==> src/rtl/fetch_aligner_if.sv <==
`default_nettype none
// ============================================================================
// Module   : fetch_aligner_if
// Brief    : Program-memory read port, redirect input and decoder handshake
//            for the instruction-fetch aligner.
// Revision : 1.0 - initial release
// ============================================================================
interface fetch_aligner_if;

   logic [31:0] mem_addr;
   logic [31:0] mem_rdata;
   logic        redirect_valid;
   logic [31:0] redirect_pc;
   logic        out_valid;
   logic        out_ready;
   logic [31:0] out_instr;
   logic [31:0] out_pc;
   logic        out_compressed;

   // The fetch aligner itself.
   modport master (
      output mem_addr,
      input  mem_rdata,
      input  redirect_valid,
      input  redirect_pc,
      output out_valid,
      input  out_ready,
      output out_instr,
      output out_pc,
      output out_compressed
   );

   // Program memory, branch unit and decoder as seen from the other side.
   modport slave (
      input  mem_addr,
      output mem_rdata,
      output redirect_valid,
      output redirect_pc,
      input  out_valid,
      output out_ready,
      input  out_instr,
      input  out_pc,
      input  out_compressed
   );

endinterface : fetch_aligner_if
`default_nettype wire

==> src/rtl/fetch_aligner.sv <==
`default_nettype none
// ============================================================================
// Module   : fetch_aligner
// Brief    : Reassembles a mixed RV32I/RVC fetch stream into one aligned
//            instruction per handshake, with redirect flushing.
// Revision : 1.0 - initial release
// ============================================================================
module fetch_aligner #(
   parameter logic [31:0] RESET_PC  = 32'h0000_0000,
   parameter logic [31:0] NOP_INSTR = 32'h0000_0013
) (
   input  logic            clk,
   input  logic            reset,
   fetch_aligner_if.master bus
);

   localparam logic [31:0] c_STEP_HALF = 32'd2;
   localparam logic [31:0] c_STEP_WORD = 32'd4;

   // Architectural state.
   logic [31:0] r_pc;
   logic [31:0] r_fetch_addr;
   logic [15:0] r_hold_data;
   logic        r_hold_valid;

   // Next-state values.
   logic [31:0] w_pc_nxt;
   logic [31:0] w_fetch_addr_nxt;
   logic [15:0] w_hold_data_nxt;
   logic        w_hold_valid_nxt;

   // Decode of the current halfword.
   logic [15:0] w_cur_half;
   logic        w_is32;
   logic        w_bubble;
   logic        w_valid;
   logic        w_transfer;
   logic [31:0] w_instr;

   // Bit 0 of the redirect target carries no information for halfword PCs.
   logic        w_unused_redirect_lsb;
   assign w_unused_redirect_lsb = bus.redirect_pc[0];

   // ------------------------------------------------------------------------
   // State register
   // ------------------------------------------------------------------------
   always_ff @(posedge clk) begin
      if (reset) begin
         r_pc         <= RESET_PC;
         r_fetch_addr <= RESET_PC;
         r_hold_data  <= 16'h0000;
         r_hold_valid <= 1'b0;
      end else begin
         r_pc         <= w_pc_nxt;
         r_fetch_addr <= w_fetch_addr_nxt;
         r_hold_data  <= w_hold_data_nxt;
         r_hold_valid <= w_hold_valid_nxt;
      end
   end

   // ------------------------------------------------------------------------
   // Current-instruction decode and output values
   // ------------------------------------------------------------------------
   always_comb begin
      if (r_hold_valid) begin
         w_cur_half = r_hold_data;
      end else if (r_pc[1]) begin
         w_cur_half = bus.mem_rdata[31:16];
      end else begin
         w_cur_half = bus.mem_rdata[15:0];
      end

      w_is32     = (w_cur_half[1:0] == 2'b11);
      // An odd-halfword 32-bit target needs the next word before it is whole.
      w_bubble   = !r_hold_valid && r_pc[1] && w_is32;
      w_valid    = !reset && !bus.redirect_valid && !w_bubble;
      w_transfer = w_valid && bus.out_ready;

      if (!w_is32) begin
         w_instr = {16'h0000, w_cur_half};
      end else if (r_hold_valid) begin
         w_instr = {bus.mem_rdata[15:0], r_hold_data};
      end else begin
         w_instr = bus.mem_rdata;
      end
   end

   // ------------------------------------------------------------------------
   // Next-state logic
   // ------------------------------------------------------------------------
   always_comb begin
      w_pc_nxt         = r_pc;
      w_fetch_addr_nxt = r_fetch_addr;
      w_hold_data_nxt  = r_hold_data;
      w_hold_valid_nxt = r_hold_valid;

      if (bus.redirect_valid) begin
         w_pc_nxt         = {bus.redirect_pc[31:1], 1'b0};
         w_fetch_addr_nxt = {bus.redirect_pc[31:2], 2'b00};
         w_hold_valid_nxt = 1'b0;
      end else if (w_bubble) begin
         w_hold_data_nxt  = bus.mem_rdata[31:16];
         w_hold_valid_nxt = 1'b1;
         w_fetch_addr_nxt = r_fetch_addr + c_STEP_WORD;
      end else if (w_transfer) begin
         w_pc_nxt = r_pc + (w_is32 ? c_STEP_WORD : c_STEP_HALF);
         if (r_hold_valid) begin
            if (w_is32) begin
               // Upper half of the freshly consumed word starts the next instruction.
               w_hold_data_nxt  = bus.mem_rdata[31:16];
               w_fetch_addr_nxt = r_fetch_addr + c_STEP_WORD;
            end else begin
               w_hold_valid_nxt = 1'b0;
            end
         end else begin
            w_fetch_addr_nxt = r_fetch_addr + c_STEP_WORD;
            if (!w_is32 && !r_pc[1]) begin
               w_hold_data_nxt  = bus.mem_rdata[31:16];
               w_hold_valid_nxt = 1'b1;
            end
         end
      end
   end

   // ------------------------------------------------------------------------
   // Output drive
   // ------------------------------------------------------------------------
   always_comb begin
      bus.mem_addr       = r_fetch_addr;
      bus.out_pc         = r_pc;
      bus.out_valid      = w_valid;
      bus.out_instr      = w_valid ? w_instr : NOP_INSTR;
      bus.out_compressed = w_valid && !w_is32;
   end

endmodule : fetch_aligner
`default_nettype wire

==> src/flat_wrapper.sv <==
// flat-port wrapper written by rule: the top's interface ports become plain ports
module fetch_aligner_flat 
#(
   parameter logic [31:0] RESET_PC  = 32'h0000_0000,
   parameter logic [31:0] NOP_INSTR = 32'h0000_0013
)
  (clk, reset, bus_mem_addr, bus_mem_rdata, bus_redirect_valid, bus_redirect_pc, bus_out_valid, bus_out_ready, bus_out_instr, bus_out_pc, bus_out_compressed);
  fetch_aligner_if bus_i ();
  input  logic clk;
  input  logic reset;
  output wire logic [$bits(bus_i.mem_addr)-1:0] bus_mem_addr;
  input wire logic [$bits(bus_i.mem_rdata)-1:0] bus_mem_rdata;
  input wire logic [$bits(bus_i.redirect_valid)-1:0] bus_redirect_valid;
  input wire logic [$bits(bus_i.redirect_pc)-1:0] bus_redirect_pc;
  output wire logic [$bits(bus_i.out_valid)-1:0] bus_out_valid;
  input wire logic [$bits(bus_i.out_ready)-1:0] bus_out_ready;
  output wire logic [$bits(bus_i.out_instr)-1:0] bus_out_instr;
  output wire logic [$bits(bus_i.out_pc)-1:0] bus_out_pc;
  output wire logic [$bits(bus_i.out_compressed)-1:0] bus_out_compressed;
  assign bus_mem_addr = bus_i.mem_addr;
  assign bus_i.mem_rdata = bus_mem_rdata;
  assign bus_i.redirect_valid = bus_redirect_valid;
  assign bus_i.redirect_pc = bus_redirect_pc;
  assign bus_out_valid = bus_i.out_valid;
  assign bus_i.out_ready = bus_out_ready;
  assign bus_out_instr = bus_i.out_instr;
  assign bus_out_pc = bus_i.out_pc;
  assign bus_out_compressed = bus_i.out_compressed;
  fetch_aligner #(.RESET_PC(RESET_PC), .NOP_INSTR(NOP_INSTR)) u_core (.clk(clk), .reset(reset), .bus(bus_i));
endmodule
==> config.mk <==
export PLATFORM = sky130hd
export DESIGN_NAME = fetch_aligner_flat
export DESIGN_NICKNAME = d
export VERILOG_FILES = /design/src/rtl/fetch_aligner_if.sv /design/src/rtl/fetch_aligner.sv /design/src/flat_wrapper.sv
export SDC_FILE = /design/constraint.sdc
export NUM_CORES = 1
export LEC_CHECK = 0
export BUFFER_PORTS_ARGS = -buffer_cell sky130_fd_sc_hd__buf_4
export CORE_MARGIN = 2
export CORE_UTILIZATION = 39
export CTS_CLUSTER_DIAMETER = 120
export DETAILED_ROUTE_END_ITERATION = 8
export GPL_ROUTABILITY_DRIVEN = 0
export SLEW_MARGIN = 20
export SYNTH_ARGS = -nofsm -noshare
export SYNTH_HDL_FRONTEND = slang
export SYNTH_SLANG_ARGS = --single-unit
==> constraint.sdc <==
create_clock -name clk -period 5.35 [get_ports clk]
set_input_delay 0.535 -clock clk [delete_from_list [all_inputs] [get_ports clk]]
set_output_delay 0.535 -clock clk [all_outputs]
set_load 0.01 [all_outputs]
# After elaboration in Yosys (flattened, before gate mapping)
# Index checks and enable logic that the tools add are counted.
# op_classes
n_addsub	2
n_mul	0
div	0
order_cmp	0
eq_ne	4
shift	0
mux	24
bitwise	2
reduce_logical	23
# op_table
operator	n
32-bit two-way mux	11
16-bit two-way mux	7
32-bit by 3-bit adder with 32-bit output, second input constant	1
32-bit adder	1
2-bit AND reduction	4
1-bit logical AND	7
1-bit zero test	6
3-bit nonzero test	2
1-bit two-way mux	5
4-bit inequality test, second input constant	1
4-bit AND reduction	1
2-bit nonzero test	2
3-bit two-way mux	1
3-bit inequality test, second input constant	1
2-bit == test, second input constant	1
2-bit inequality test, second input constant	1
1-bit inverter	2
2-bit OR reduction	1
# totals
regBits	81
latch_bits	0
ram_bits	0
rom_bits	0
inputBits	68
output_inout_bits	98
word_cells	61
n_memories	0

# Logic depth before layout (Yosys ltp)
# logic_depth
ltp_word	10
ltp_mapped	12
ltp_nobuf	10

# Worst setup path before layout
# Ideal clock, no wire load.
# synth_path
path_type	flip-flop to flip-flop
startpoint	reg u_core.r_pc[1], in the netlist u_core.bus.out_pc[1]
endpoint	reg u_core.r_pc[12], in the netlist u_core.bus.out_pc[12]
setup_ns	0.121
t_arrival_ns	2.805
required_ns	5.229
setup_slack_ns	2.424
path_stages_with_launch	13
n_path_buf	2
period_less_slack_ns	2.926
path_cell_list	dfxtp_1 -> clkbuf_1 -> mux2_2 -> o21ai_2 -> nor2_1 -> inv_1 -> ha_1 -> inv_1 -> o2111a_1 -> o22a_1 -> clkbuf_1 -> nor4_1 -> mux2_2
# synth_via
elab_chain_len	9
elab_cells_between_ends	16
classes_between	add/sub (1); eq/ne (2); mux (6); reduce/logical (7)
# synth_lines
element	line_no	source
start: declaration	fetch_aligner.sv:21	logic [31:0] r_pc;
start signal: assignment	fetch_aligner.sv:54	r_pc <= w_pc_nxt;
parallel branches: the longest is 9 deep, another holds 32-bit adder	--	
# Several ways; the timed one is not identified. The select of a mux whose other input is x is not followed.
# A chain may end at the register's enable or synchronous reset.

# Worst setup path in the final report
# layout_path
startpoint	reg u_core.r_hold_valid
endpoint	reg u_core.r_pc[30], in the netlist u_core.bus.out_pc[30]
# layout_via
elab_chain_len	8
elab_cells_between_ends	16
classes_between	add/sub (1); eq/ne (2); mux (5); reduce/logical (8)
# layout_lines
element	line_no	source
start: declaration	fetch_aligner.sv:24	logic r_hold_valid;
start signal: assignment	fetch_aligner.sv:57	r_hold_valid <= w_hold_valid_nxt;
parallel branches: the longest is 8 deep, another holds 32-bit adder	--	
# Several ways; the timed one is not identified. The select of a mux whose other input is x is not followed.

==> results.tsv <==
metric	value	unit
cts_max_level	3	
setup-violations-final	0	
cts_sinks	78	
nNetsFinal	843	
crit_path_cell_trace	inv_1, mux2i_2, nor2_1, inv_1, ha_1, inv_1, o2111a_1, o22a_1, or4b_2, o211ai_1	
cp_num_cells	10	
multiInputGateArea	3280	um2
post_cts_resized	0	
final_common_cell	buf_4	
synth-edff-count	0	
hpwl	12200	um
core	12700	um2
ant_nets	0	
critPathRequiredTime	5.62	ns
r2r_setup_slack	1.60	ns
drive_gt1_share	25.3	%
worstHoldPathType	in2reg	
p_per_area	241	nW/um2
cp-endpoint	u_core.bus.out_pc[30]	
die_area	14000	um2
cp_slowest_stage_delay	0.86	ns
via_count	5562	
fin_area	6680	um2
grt_first_pass_wirelength	27200	um
synthToLayoutAreaGrowth	31.1	%
crit_buf_inv	3	
hold_slack	0.451	ns
utilization	52.7	%
fin_crit_sh	70.1	%
vias_per_cell	5.87	
total_leakage_power	2.56	nW
final_cell_mix	167 x buf_4, 78 x dfxtp_1, 76 x nand2_1	
cts_tree	yes	
synth-async-reset-ratio	0	%
grt_pass1_vias	5268	
chipWidth	118	um
post-route-drc-count	0	
dp_cells	931	
worst_slack	1.60	ns
reg2regPathDepth	10	
status	finished, final reports clean	
grt_max_degree	64	
place_ws	1.64	ns
cp-end-kind	register	
dieHeight	118	um
netlist-cell-type-count	67	
syn_area	5100	um2
ys.flop_type	dfxtp_1	
grt_use_total	23.8	%
peakVddDrop	0.159	mV
grt_overflow_total	0	
cp.arrival	4.02	ns
placed_cell_area	6360	um2
critPathKind	reg2reg	
yosysWarnings	0	
synth-seq-cells	78	
ys_seq_area_share	30.6	%
grt_setup_unrepaired	false	
crit_family	simple AND/OR/NAND/NOR gates	
portBuffers	161	
setup.worst_path.start	u_core.r_hold_valid	
cts_buffers	9	
cts_hold_buffers	0	
hold_viol	0	
critPathMaxFanout	23	
period_minus_slack	3.75	ns
max_cap_violations	0	
cpMostUsedCell	inv_1	
postSynthCellCount	642	
boundaryPins	166	
worst_pin_slew	1.01	ns
reg2reg_to	u_core.bus.out_pc[30]	
setup_tns	0	ns
rows	41	
register_area	1560	um2
firstDrtPassIters	5	
initial_core_util	40.2	%
routed_wl	17000	um
drt-initial-drc-count	352	
cts_max_path_buffers	2	
cts_root_buffer	clkbuf_16	
cp-start-kind	register	
antenna_found_initial	0	
final-max-slew-violation-count	0	
post_cts_buffers	0	
fin_skew	0.00736	ns
r2r_start	u_core.r_hold_valid	
clkSlewWorstSetupHoldPaths	0.06	ns
total_power	1.61	mW
post_drt_wl_per_cell	17.9	um
insertion_delay	0.34	ns
slew_headroom	32.1	%
diodes	0	
layout.cells.non_filler	948	
slowest_stage	dfxtp_1	
max_freq	267	MHz
synth_area_per_cell	7.94	um2
fillers	1242	
## area by class of cell
class                   count  area share, %
well taps                 172           3.22
clock inverters             4          0.674
clock buffers              12           3.84
multi-input cells         499           49.1
inverters                  15          0.843
flip-flops and latches     78           23.4
repair buffers            168           19.0
## synth_stat cells (all sizes together), types with 12 or more instances
master / number / area share, %
dfxtp: 78 / 31
nand2: 76 / 5.6
mux2i: 49 / 9.7
nor2: 43 / 3.2
clkbuf: 41 / 3.0
o21ai: 37 / 3.7
o31a: 29 / 5.0
nor3: 24 / 2.4
a21oi: 18 / 1.8
nand3: 18 / 1.8
nand4: 18 / 2.2
nor4: 17 / 2.2
o21a: 17 / 2.7
inv: 14 / 1.0
or4: 14 / 2.1
a31oi: 13 / 1.6
and3: 12 / 1.5
## flip-flops by register name, summed over array words and instances (netlist names)
| name | cells |
|---|---|
| u_core.r_hold_data | 16 |
| u_core.r_hold_valid | 1 |
| u_core.bus.mem_addr | 30 |
| u_core.bus.out_pc | 31 |
## worst min-delay path, delay by kind of cell
family / cells / cell delay (ns)
AND/OR/NAND/NOR: 1 / 0.04
AO/OA/AOI/OAI: 1 / 0.10
buffers and inverters: 1 / 0.08
## power breakdown
| part | total [mW] | switching (mW) | internal, mW | leakage (nW) |
|---|---|---|---|---|
| combinational | 0.314 | 0.160 | 0.154 | 1.77 |
| clock | 0.626 | 0.242 | 0.384 | 0.152 |
| sequential | 0.668 | 0.0509 | 0.618 | 0.644 |
| total | 1.61 | 0.452 | 1.16 | 2.56 |
## cell families (layout without fill, tap and decap cells)
group	count (synthesis)	in the layout	synth area share [%]
other	1	3	0.0736
muxes	53	53	10.6
xor gates and xnor gates	8	8	1.37
AOI/OAI and AO/OA	174	174	24.6
DFF	78	78	30.6
and+or+nand+nor	257	257	26.3
adders and majority gates	4	4	0.982
buffers and inverters	67	199	5.48
## worst min-delay path by stage
stage               slack [ns]  cells after the start                    from                 endpoint
floorplan                 0.43                      2  u_core.r_hold_data[10]   u_core.r_hold_data[10]
global placement          0.44                      2   u_core.r_hold_data[9]    u_core.r_hold_data[9]
detailed placement        0.45                      2  u_core.r_hold_data[15]   u_core.r_hold_data[15]
CTS                       0.44                      3      bus_redirect_pc[1]     u_core.bus.out_pc[1]
global route              0.46                      2     bus_redirect_pc[12]  u_core.bus.mem_addr[12]
finish                    0.45                      3      bus_redirect_pc[1]     u_core.bus.out_pc[1]
## routing by layer
layer | GRT usage (%) | vias to the layer above | part of all wire, %
li1 | - | 2704 | -
met1 | 29.5 | 2652 | 44
met2 | 39.7 | 177 | 48
met3 | 6.66 | 29 | 6.0
met4 | 8.06 | 0 | 2.3
met5 | 0 | - | 0
Note: power is estimated with default switching activity, not from simulation.
